--- src/rtl/rom_seg_scanner.sv ---
// Captures distinct ROM segment words into a 4-deep history buffer and
// scans them onto a 4-digit multiplexed seven-segment display.
module rom_seg_scanner #(
    parameter int PRESCALE = 4
) (
    input  logic       clk,
    input  logic       rst,
    input  logic [6:0] data_in,
    input  logic [3:0] addr_in,
    input  logic       ena,
    input  logic       clear,
    output logic [6:0] seg,
    output logic [3:0] an,
    output logic [3:0] last_addr,
    output logic [2:0] fill
);

    localparam logic [7:0] PC_MAX = 8'(PRESCALE - 1);

    logic [3:0][6:0] buf_q, buf_d;
    logic [2:0]      fill_q, fill_d;
    logic [3:0]      last_q, last_d;
    logic [7:0]      pc_q, pc_d;
    logic [1:0]      idx_q, idx_d;
    logic            cap;
    logic            wrap;

    // A repeated tag is only a duplicate if there is something to compare against.
    assign cap  = ena & ~clear & ~((fill_q != 3'd0) & (addr_in == last_q));
    assign wrap = (pc_q == PC_MAX);

    always_comb begin
        buf_d  = buf_q;
        fill_d = fill_q;
        last_d = last_q;
        if (clear) begin
            buf_d  = '0;
            fill_d = 3'd0;
            last_d = 4'd0;
        end else if (cap) begin
            buf_d  = {buf_q[2:0], data_in};
            fill_d = (fill_q == 3'd4) ? 3'd4 : fill_q + 3'd1;
            last_d = addr_in;
        end
    end

    always_comb begin
        pc_d  = wrap ? 8'd0 : pc_q + 8'd1;
        idx_d = wrap ? idx_q + 2'd1 : idx_q;
    end

    always_ff @(posedge clk) begin
        if (rst) begin
            buf_q  <= '0;
            fill_q <= 3'd0;
            last_q <= 4'd0;
            pc_q   <= 8'd0;
            idx_q  <= 2'd0;
        end else begin
            buf_q  <= buf_d;
            fill_q <= fill_d;
            last_q <= last_d;
            pc_q   <= pc_d;
            idx_q  <= idx_d;
        end
    end

    assign an        = ~(4'b0001 << idx_q);
    assign seg       = ({1'b0, idx_q} < fill_q) ? buf_q[idx_q] : 7'd0;
    assign last_addr = last_q;
    assign fill      = fill_q;

endmodule

--- config.mk ---
export PLATFORM = sky130hd
export DESIGN_NAME = rom_seg_scanner
export DESIGN_NICKNAME = d
export VERILOG_FILES = /design/src/rtl/rom_seg_scanner.sv
export SDC_FILE = /design/constraint.sdc
export NUM_CORES = 1
export LEC_CHECK = 0
export CAP_MARGIN = 10
export CORE_ASPECT_RATIO = 1.5
export CORE_MARGIN = 2
export CORE_UTILIZATION = 60
export CTS_BUF_LIST = sky130_fd_sc_hd__clkbuf_8
export DETAILED_ROUTE_END_ITERATION = 8
export GPL_TIMING_DRIVEN = 0
export HOLD_SLACK_MARGIN = 0.05
export PLACE_DENSITY_LB_ADDON = 0.05
export SYNTH_ARGS = -nofsm -noshare
export SYNTH_HDL_FRONTEND = slang
export SYNTH_SLANG_ARGS = --single-unit
--- constraint.sdc ---
create_clock -name clk -period 4.3 [get_ports clk]
set_clock_uncertainty 0.15 [all_clocks]
set_input_delay 1.29 -clock clk [delete_from_list [all_inputs] [get_ports clk]]
set_output_delay 1.29 -clock clk [all_outputs]
set_load 0.01 [all_outputs]
---- After elaboration in Yosys (flattened, before gate mapping) ----
Index checks and enable logic that the tools add are counted.
operators by class
  mux-type cells .......................... 4
  eq/ne operators ......................... 3
  add/subtract/negate cells ............... 3
  bitwise logic cells ..................... 6
  magnitude comparators ................... 2
  reductions and logical operators ........ 3
  shift-type cells ........................ 1
operators with widths
  cell                                                                    number
  7-bit binary-select mux with 2-bit select                               1
  7-bit two-way mux                                                       2
  8-bit by 1-bit adder with 8-bit output (second input constant)          1
  8-bit by 2-bit equality test with 1-bit output (second input constant)  1
  4-bit equality test                                                     1
  4-bit NOT                                                               1
  2-bit OR reduction                                                      2
  1-bit by 2-bit << shifter with 4-bit output (first input constant)      1
  3-bit by 1-bit adder with 3-bit output (second input constant)          1
  1-bit AND                                                               3
  3-bit equality test (second input constant)                             1
  2-bit by 3-bit < comparator with 1-bit output                           1
  2-bit by 3-bit < comparator with 1-bit output (second input constant)   1
  3-bit two-way mux                                                       1
  3-bit nonzero test                                                      1
  2-bit by 1-bit adder with 2-bit output (second input constant)          1
  1-bit NOT                                                               2
word-level totals
  logic and storage cells ................. 30
  bits of input ports ..................... 15
  register bits after elaboration ......... 45
  output and inout bits ................... 18

---- Depth between registers and ports, before layout ----
  depth after elaboration ................. 4
  gate-level depth with buffers ........... 8
  depth with buffers taken out ............ 6

---- Worst setup path before layout ----
No wires, ideal clock.
  path kind ............................... reg-to-output
  start ................................... reg fill_q[1], in the netlist fill[1]
  end ..................................... out seg[0]
  cell stages (with the launch flop) ...... 6
  slack ................................... 1.564 ns
  arrival ................................. 1.296 ns
  buffers on the path ..................... 0
  cell sequence ........................... dfxtp_1 inv_1 ha_1 o21ai_0 a21oi_1 nor2b_1
between the ends
  word-level cells in the longest chain between the ends .. 2
RTL lines
  item                                           RTL line  RTL
  start, declared                                21        logic [2:0] fill_q, fill_d;
  start signal, assigned                         61        fill_q <= fill_d;
  2-bit by 3-bit < comparator with 1-bit output  69        assign seg = ({1'b0, idx_q} < fill_q) ? buf_q[idx_q] : 7'd0;
  7-bit two-way mux                              69
  end, declared                                  12        output logic [6:0] seg,
Every way passes these cells.

---- Final worst setup path ----
  start ................................... reg fill_q[1], in the netlist fill[1]
  end ..................................... out seg[1]
Same word-level chain as after synthesis.

==> summary.md <==
| Metric | Value |
|---|---|
| Io pins | `33` |
| Routability cong. | `between 0.8 and 0.9` |
| Placed cells | `363` |
| Most frequent cells in the layout | `45 x dfxtp_1, 35 x nand2_1, 33 x nand4_1` |
| CP arrival | `2.46 ns` |
| ANT nets after route | `0` |
| R2r setup slk | `2.26 ns` |
| CTS clock-pin slew for the worst setup and hold paths | `0.09 ns` |
| Share of cells above drive strength 1 | `about 15%` |
| Num CTS Buffers | `5` |
| Hold Path Class | `flop to flop` |
| Post-layout total power | `0.000895 W` |
| Post-CTS Setup Repair Bufs | `0` |
| Crit path kind | `flop to primary output` |
| Ranking of synthesized cells by area | `dfxtp_1 34%, o211ai_1 9.2%, a2bb2oi_1 8.3%, nand4_1 7.9%, mux4_2 6.0%` |
| Pwr Density | `291 mW/mm^2` |
| Die span in y | `85.0 um` |
| P_leak | `1.14 nW` |
| Worst setup SP type | `flop` |
| Final Setup Violations | `0` |
| Hold Violations, Final | `0` |
| Max cap viols | `0` |
| Post-synth top area share | `34.4%` |
| Clock tree buffer depth | `2` |
| Required time worst endpoint | `between 2 and 3 ns` |
| Worst VDD drop | `0.292 mV` |
| Hold-fix buffers, CTS | `0` |
| Reg2reg end | `buf_q[15]` |
| FF+latch area | `901 um^2` |
| RSZ-0062 raised after global routing | `false` |
| Synthesis-to-finish area growth | `17.5%` |
| CTS Sinks | `between 40 and 50` |
| First-pass DRT Iterations | `4` |
| Die area | `0.00493 mm^2` |
| N_diodes | `0` |
| Status | `finished, final reports clean` |
| Core area | `0.00421 mm^2` |
| Die width | `between 50 and 60 um` |
| Actual slew at the worst max-slew pin | `between 0.8 and 0.9 ns` |
| Gr ovfl total | `0` |
| Crit path capture type | `primary output` |
| # nets final | `347` |
| I/O Buffers | `31` |
| Synth Net Count | `309` |
| 1st-iter DRT viols | `142` |
| RR Startpoint | `fill[0]` |
| HPWL Detailed | `4.56 mm` |
| Initial antenna violation count | `0` |
| Ys Warns | `0` |
| Post-synth cell types | `30` |
| Row cnt | `29` |
| Clk_lat worst skew | `0.31 ns` |
| Tcrit/Tclk final | `90.7%` |
| Depth of the most critical reg-to-reg path | `8` |
| Post-CTS resize count | `0` |
| Initial Util | `62.3%` |
| Synth Register Bits | `45` |
| Synthesized area | `0.00262 mm^2` |
| Worst Setup SP | `fill[1]` |
| Final Max Slew Viols | `0` |
| Max FO, Critical Path | `7` |
| Worst hold margin | `roughly 0.34 ns` |
| Vias in the first global route | `2434` |
| Max Fclk | `approximately 0.26 GHz` |
| CTS tree | `built` |
| Total wire length | `6.58 mm` |
| DR vias/cell | `between 6 and 7` |
| Syn Area/Cell | `9.17 um^2` |
| Sum Neg Setup Slack | `0 ns` |
| Cell taking the most area after synthesis | `dfxtp_1` |
| Vias | `2409` |
| Rel. slew slack | `45.6%` |
| Register area share after synthesis | `between 30% and 40%` |
| Min cycle time layout | `3.90 ns` |
| Largest net degree at the start of global routing | `16` |
| GR Util All Layers | `28.2%` |
| Finished Layout Cells | `371` |
| FILL cells | `346` |
| Multi-input logic area | `approximately 0.0015 mm^2` |
| Commonest non-fill, non-tap cell in the layout | `dfxtp_1` |
| Post-detailed-route wirelength per cell | `about 18 um` |
| First-pass GRT wire length | `11.1 mm` |
| Critical Path End | `seg[1]` |
| CTS H-tree lvls | `2` |
| Number of remaining DRC errors | `0` |
| Cells after synthesis | `around 290` |
| Clock root cell | `clkbuf_8` |
[cells in the mapped netlist]
cell type / number
a211o_1: 1
a21oi_1: 2
a2bb2oi_1: 25
a2bb2oi_2: 7
and3_1: 2
buf_2: 18
buf_4: 3
buf_6: 1
clkbuf_1: 4
dfxtp_1: 45
ha_1: 8
inv_1: 10
mux2i_1: 3
mux4_2: 7
nand2_1: 35
nand2b_1: 1
nand3_1: 6
nand3b_1: 1
nand4_1: 33
nor2_1: 11
nor2b_1: 11
nor3_1: 2
nor3_2: 3
nor3b_1: 1
nor3b_4: 1
nor4_1: 1
o211ai_1: 32
o21ai_0: 2
xnor2_1: 2
xor2_1: 8
[layout make-up]
type                            count  share of cell area [%]
Timing Repair Buffer               31                    10.1
Inverter                           10                    1.22
Multi-Input combinational cell    205                    50.2
Clock inverter                      3                   0.690
Tap cell                           46                    1.87
Clock buffer                        5                    2.23
Sequential cell                    45                    29.2
Buffer                             26                    4.51
[registers in the layout, indices dropped and copies added (netlist names)]
register   flops
idx_q          2
buf_q         28
last_addr      4
pc_q           8
fill           3
[critical path, stage by stage (launching register included)]
cell and delay, ns:
dfxtp_1 0.40, inv_1 0.09, ha_1 0.28, o21ai_0 0.07, a21oi_1 0.67, nor2b_1 0.14, clkdlybuf4s50_1 0.52
[through the flow]
stage	instance area [um^2]	util [%]	worst slack, ns
after floorplan	2620	-	1.56
after global placement	2990	71.0	0.770
after detailed placement	2990	71.0	0.757
after CTS	3080	73.2	0.414
after global routing	3080	73.2	0.240
final	3080	73.2	0.398
[logic make-up after synthesis]
family	count (synthesis)	synth area share [%]
AO/OA/AOI/OAI	69	22.6
multiplexers	10	7.16
adder cells (fa/ha/maj)	8	3.82
AND/OR/NAND/NOR	108	22.0
XOR/XNOR	10	3.34
flip-flops	45	34.4
buffers and inverters	36	6.73
[metal layers]
| layer | track usage (%) | vias to the layer above | share of wire, % |
|---|---|---|---|
| met5 | 0 | - | 0 |
| met4 | 7.82 | 0 | 1.4 |
| met3 | 3.81 | 12 | 5.4 |
| met2 | 49.3 | 85 | 52 |
| met1 | 35.8 | 1159 | 41 |
| li1 | - | 1153 | - |
[how the worst min path moves through the flow]
stage                     endpoint  startpoint  cells past startpoint
after floorplan            pc_q[0]     pc_q[0]                      1
after global placement     pc_q[0]     pc_q[0]                      1
after detailed placement   pc_q[0]     pc_q[0]                      1
after CTS                  pc_q[0]     pc_q[0]                      1
after global routing       pc_q[0]     pc_q[0]                      1
final                      pc_q[0]     pc_q[0]                      1
[power breakdown]
group          total (W)  internal [W]  switching (W)  leakage, nW
sequential      0.000449      0.000431      0.0000174        0.365
clock           0.000276      0.000116       0.000160       0.0445
combinational   0.000171     0.0000788      0.0000920        0.731
Note: power is estimated with default switching activity, not from simulation.
==> patch 1 (same flow settings) <==
Register the outputs `seg` and `an`, with the module's reset; this adds one clock of latency there. The other outputs are not delayed to match.
--- a/src/rtl/rom_seg_scanner.sv
+++ b/src/rtl/rom_seg_scanner.sv
@@ -67,4 +67,11 @@
 
-    assign an        = ~(4'b0001 << idx_q);
-    assign seg       = ({1'b0, idx_q} < fill_q) ? buf_q[idx_q] : 7'd0;
+    always_ff @(posedge clk) begin
+        if (rst) begin
+            seg <= '0;
+            an  <= '0;
+        end else begin
+            seg <= ({1'b0, idx_q} < fill_q) ? buf_q[idx_q] : 7'd0;
+            an  <= ~(4'b0001 << idx_q);
+        end
+    end
     assign last_addr = last_q;
Function: changed (Yosys sat finds a counterexample within 4 cycles, from zero or initial values and one cycle with rst high).
==> patch 1 against the unedited design <==
Routed wire length rose by 1.6%; area after synthesis increased by 8.1%; clock power is 28% higher; power is 20% higher; sequential cell count increased by 11; final area is 8.8% higher; worst hold slack got worse by 7.4 ps; worst setup slack better by 980 ps.
==> patch 1: results (changes against the unedited design) <==
GRT
  • Overall Global Routing Usage: 27.5% (-0.73 points)
  • Global-route wire length before repair: 11100 microns (+0.38%)
  • Maximum number of pins on one net before global-route repair: 19 (+3)

Worst setup path
  • Critical-path top delay cell: sky130_fd_sc_hd__clkdlybuf4s50_1
  • Slowest stage delay, CP: 530 ps (-140 ps)
  • Arrival time worst endpoint: 3010 ps (+550 ps)
  • Critical path's top delay family: buffers and inverters
  • Worst-path maximum fanout: 10 (+3)

Place
  • Final RePlAce weighted congestion: 0.875 (+3.5%)
  • Half-perimeter wire length after detailed placement: 4900 microns (+7.4%)
  • DP Cell Count: 393 (+8.3%)
  • Worst setup timing slack at the placement stage: 1100 ps (+340 ps)
  • Cell area after placement: 3240 sq um (+8.2%)

Route
  • Via count: 2463 (+2.2%)
  • Wire length reported by the detailed router: 6690 microns (+1.6%)

Synth
  • Net count after synthesis: 320 (+3.6%)
  • Leading post-synthesis cells by instance count: sky130_fd_sc_hd__dfxtp_1 (56), sky130_fd_sc_hd__nand2_1 (35), sky130_fd_sc_hd__nand4_1 (33), sky130_fd_sc_hd__o211ai_1 (32), sky130_fd_sc_hd__a2bb2oi_1 (25)
  • Area contributors post-synth: sky130_fd_sc_hd__dfxtp_1 (40%), sky130_fd_sc_hd__o211ai_1 (8.5%), sky130_fd_sc_hd__a2bb2oi_1 (7.7%)
  • Distinct cell type count of the synthesized netlist: 31 (+3.3%)
  • Share of synthesized area occupied by flip-flops and latches: 39.5% (+5.2 points)
  • Synthesized area divided by synthesized cell count: 9.55 sq um (+4.1%)

Power
  • Peak VDD IR: 0.000213 V (-27%)
  • Leakage power figure: 1.22 nW (+7.3%)
  • Internal power consumption: 792 uW (+27%)

Status
  • Status: finished, final reports clean

STA
  • Final hold slack: 337 ps (-7.42 ps)
  • Worst-case headroom to the max-slew limit: 63.1% (+17 points)

Final layout
  • Fill cell count: 366 (+5.8%)
  • Post-Layout Cell Count: 401 (+8.1%)
  • Number of nets at the end of the flow: 359 (+3.5%)
==> patch 1: cell count changes after synthesis <==
| cell | unedited run | this run |
|---|---|---|
| sky130_fd_sc_hd__o21bai_1 | 0 | 1 |
| sky130_fd_sc_hd__nor3b_2 | 0 | 1 |
| sky130_fd_sc_hd__buf_2 | 18 | 13 |
| sky130_fd_sc_hd__nor2_1 | 11 | 15 |
| sky130_fd_sc_hd__inv_1 | 10 | 5 |
| sky130_fd_sc_hd__nor3b_4 | 1 | 0 |
| sky130_fd_sc_hd__clkbuf_1 | 4 | 9 |
| sky130_fd_sc_hd__dfxtp_1 | 45 | 56 |
| sky130_fd_sc_hd__nand2b_1 | 1 | 2 |
| sky130_fd_sc_hd__o21ai_0 | 2 | 1 |
==> patch 1: metal layers <==
metal	track usage [%]	share of wire, %	vias up
met5	0	0	-
met4	12.1	2.1	0
met3	4.28	3.6	12
met2	47.0	53	63
met1	33.3	42	1187
li1	-	-	1201
==> patch 1: cells by family (layout without fill, tap and decap cells) <==
family	Yosys count	after routing	synth area share, %
adders and majority gates	8	8	3.53
and+or+nand+nor	113	113	20.9
DFF	56	56	39.5
AOI/OAI and AO/OA	69	69	21.0
buffers and inverters	31	71	5.34
xor gates and xnor gates	10	10	3.09
muxes	10	10	6.62
==> patch 1: power by group through the flow <==
| stage | clock network [mW] | registers, mW | logic (mW) |
|---|---|---|---|
| after global routing | 0.380 | 0.559 | 0.183 |
| final | 0.352 | 0.555 | 0.169 |
| after CTS | 0.359 | 0.555 | 0.170 |
| after global placement | 0 | 0.566 | 0.167 |
| after floorplan | 0 | 0.566 | 0.109 |
| after detailed placement | 0 | 0.566 | 0.169 |
==> patch 1: cell type report <==
| type | count | area share, % |
|---|---|---|
| timing repair buffer | 32 | 9.56 |
| buffer | 26 | 3.96 |
| multi-input combinational | 210 | 46.6 |
| tap | 64 | 2.39 |
| sequential | 56 | 33.5 |
| clock buffer | 5 | 2.05 |
| inverter | 5 | 0.560 |
| clock inverter | 3 | 1.38 |
==> patch 1: worst max-delay path by stage <==
stage	start	cells past startpoint	to	slack (ps)
floorplan	addr_in[3]	6	buf_q[0]	1890
global placement	clear	5	buf_q[8]	1120
detailed placement	clear	5	buf_q[19]	1100
CTS	clear	5	buf_q[19]	1420
global route	clear	5	buf_q[16]	1260
finish	clear	5	buf_q[19]	1370
==> patch 2 (same settings) <==
Made on the original files. Make the reset (`rst`) asynchronous in one clocked block.
--- a/src/rtl/rom_seg_scanner.sv
+++ b/src/rtl/rom_seg_scanner.sv
@@ -51,3 +51,3 @@
 
-    always_ff @(posedge clk) begin
+    always_ff @(posedge clk or posedge rst) begin
         if (rst) begin
Behaviour: differs if rst is asserted again (counterexample within 4 cycles, from zero or initial values and one cycle with rst high); with rst held inactive, the same outputs for 10 cycles.
==> patch 2 against the unedited design <==
Critical path depth is the same; final area shrank 1.9%; area after synthesis shrank 3.4%; worst setup slack gained 18 ps; routed wire length shrank 18%; highest routed layer unchanged; combinational power grew 76%; power grew 18%; largest power group unchanged; critical endpoint is now seg[5]; maximum frequency grew 0.46%; final cell count shrank 13%; utilization grew 2.4 points; sequential cell count is the same.
==> patch 2: results (changes against the unedited design) <==
Worst setup path
  • Cell count of the worst reg-to-reg path: 6 (-2)
  • Timing startpoint of the critical path: fill[1]
  • Worst R2R End: buf_q[7]
  • Reg-to-Reg Start: fill[0]

Route
  • Via-per-instance ratio: 5.91 (-8.9%)
  • DRC marker count from the first detailed-route iteration: 71 (-50%)

Final layout
  • Fraction of layout instances using a drive strength above 1: 8.66% (-6.1 points)
  • Number of nets at the end of the flow: 299 (-14%)
  • Fill cell count: 294 (-15%)
  • Post-Layout Cell Count: 322 (-13%)

Place
  • Cell area after placement: 2920 sq um (-2.4%)
  • Worst setup timing slack at the placement stage: 777 ps (+20.3 ps)
  • Half-perimeter wire length after detailed placement: 3910 microns (-14%)
  • DP Cell Count: 314 (-13%)
  • Final RePlAce weighted congestion: 0.799 (-5.5%)

Status
  • Status: finished, final reports clean

GRT
  • Overall Global Routing Usage: 24.5% (-3.7 points)
  • Global-route wire length before repair: 9190 microns (-17%)
  • Maximum number of pins on one net before global-route repair: 39 (+23)

Synth
  • Share of synthesized area occupied by flip-flops and latches: 44.5% (+10 points)
  • Leading post-synthesis cells by instance count: sky130_fd_sc_hd__dfrtp_1 (45), sky130_fd_sc_hd__nand2b_1 (29), sky130_fd_sc_hd__mux2i_1 (25), sky130_fd_sc_hd__nand3_1 (20), sky130_fd_sc_hd__nor2b_1 (18)
  • Area contributors post-synth: sky130_fd_sc_hd__dfrtp_1 (44%), sky130_fd_sc_hd__mux2i_1 (9.9%), sky130_fd_sc_hd__nand2b_1 (7.2%)
  • Post-synthesis xor/xnor area fraction: 3.46% (+0.12 points)
  • Compound-Gate Fraction of Synth Area: 6.87% (-16 points)
  • Distinct cell type count of the synthesized netlist: 31 (+3.3%)
  • Portion of netlist area occupied by mux cells: 16.1% (+9.0 points)
  • Fraction of synthesis flops using an asynchronous set or reset pin: 100% (+100 points)
  • Cells after Synth: 237 (-17%)
  • Post-synthesis adder-cell area fraction: 3.95% (+0.14 points)
  • Net count after synthesis: 260 (-16%)

Power
  • Peak VDD IR: 0.000326 V (+11%)

STA
  • Final critical path time including I/O delays and setup: 3880 ps (-17.9 ps)
  • Worst-case headroom to the max-slew limit: 46.6% (+0.99 points)
## patch 2: how the worst min path moves through the flow
stage | slack, ps | end | startpoint | cells past startpoint
after floorplan | 300 | pc_q[7] | pc_q[7] | 1
after global placement | 320 | pc_q[7] | pc_q[7] | 1
after detailed placement | 330 | pc_q[7] | pc_q[7] | 1
after CTS | 350 | pc_q[7] | pc_q[7] | 1
after global routing | 360 | pc_q[7] | pc_q[7] | 1
final | 340 | pc_q[7] | pc_q[7] | 1
## patch 2: kinds of logic after synthesis
| kind of cell | after synthesis |
|---|---|
| adders and majority gates | 8 |
| buffers and inverters | 25 |
| DFF | 45 |
| xor gates and xnor gates | 10 |
| muxes | 32 |
| and+or+nand+nor | 91 |
| AOI/OAI and AO/OA | 26 |
## patch 2: metrics by stage
step | util, % | hold slack (ps)
after global routing | 75.6 | 360
final | 75.6 | 340
after floorplan | - | 297
after global placement | 72.6 | 319
after detailed placement | 73.1 | 334
after CTS | 75.6 | 349
## patch 2: layout make-up
class | instances | area share [%]
Tap cell | 45 | 1.86
Sequential cell | 45 | 37.3
Timing Repair Buffer | 32 | 10.9
Clock buffer | 7 | 3.19
Inverter | 10 | 1.24
Multi-Input combinational cell | 167 | 43.3
Buffer | 15 | 2.03
Clock inverter | 1 | 0.166
## patch 2: critical path, stage by stage (launching register included)
cell	delay, ps
sky130_fd_sc_hd__dfrtp_1	400
sky130_fd_sc_hd__inv_1	100
sky130_fd_sc_hd__ha_1	290
sky130_fd_sc_hd__o21ai_0	70
sky130_fd_sc_hd__a21oi_1	660
sky130_fd_sc_hd__nor2b_1	110
sky130_fd_sc_hd__clkdlybuf4s50_1	520
## patch 2: per-layer routing
layer	global-route usage [%]	vias up	wire, microns
met2	44.3	43	2940
met4	7.40	0	56
met5	0	-	0
met1	28.6	949	2220
li1	-	907	-
met3	4.50	5	186
## patch 2: where the power goes
group	switching [mW]	internal, mW	total [mW]
Sequential	0.0249	0.446	0.471
Clock	0.139	0.145	0.285
Combinational	0.173	0.129	0.301
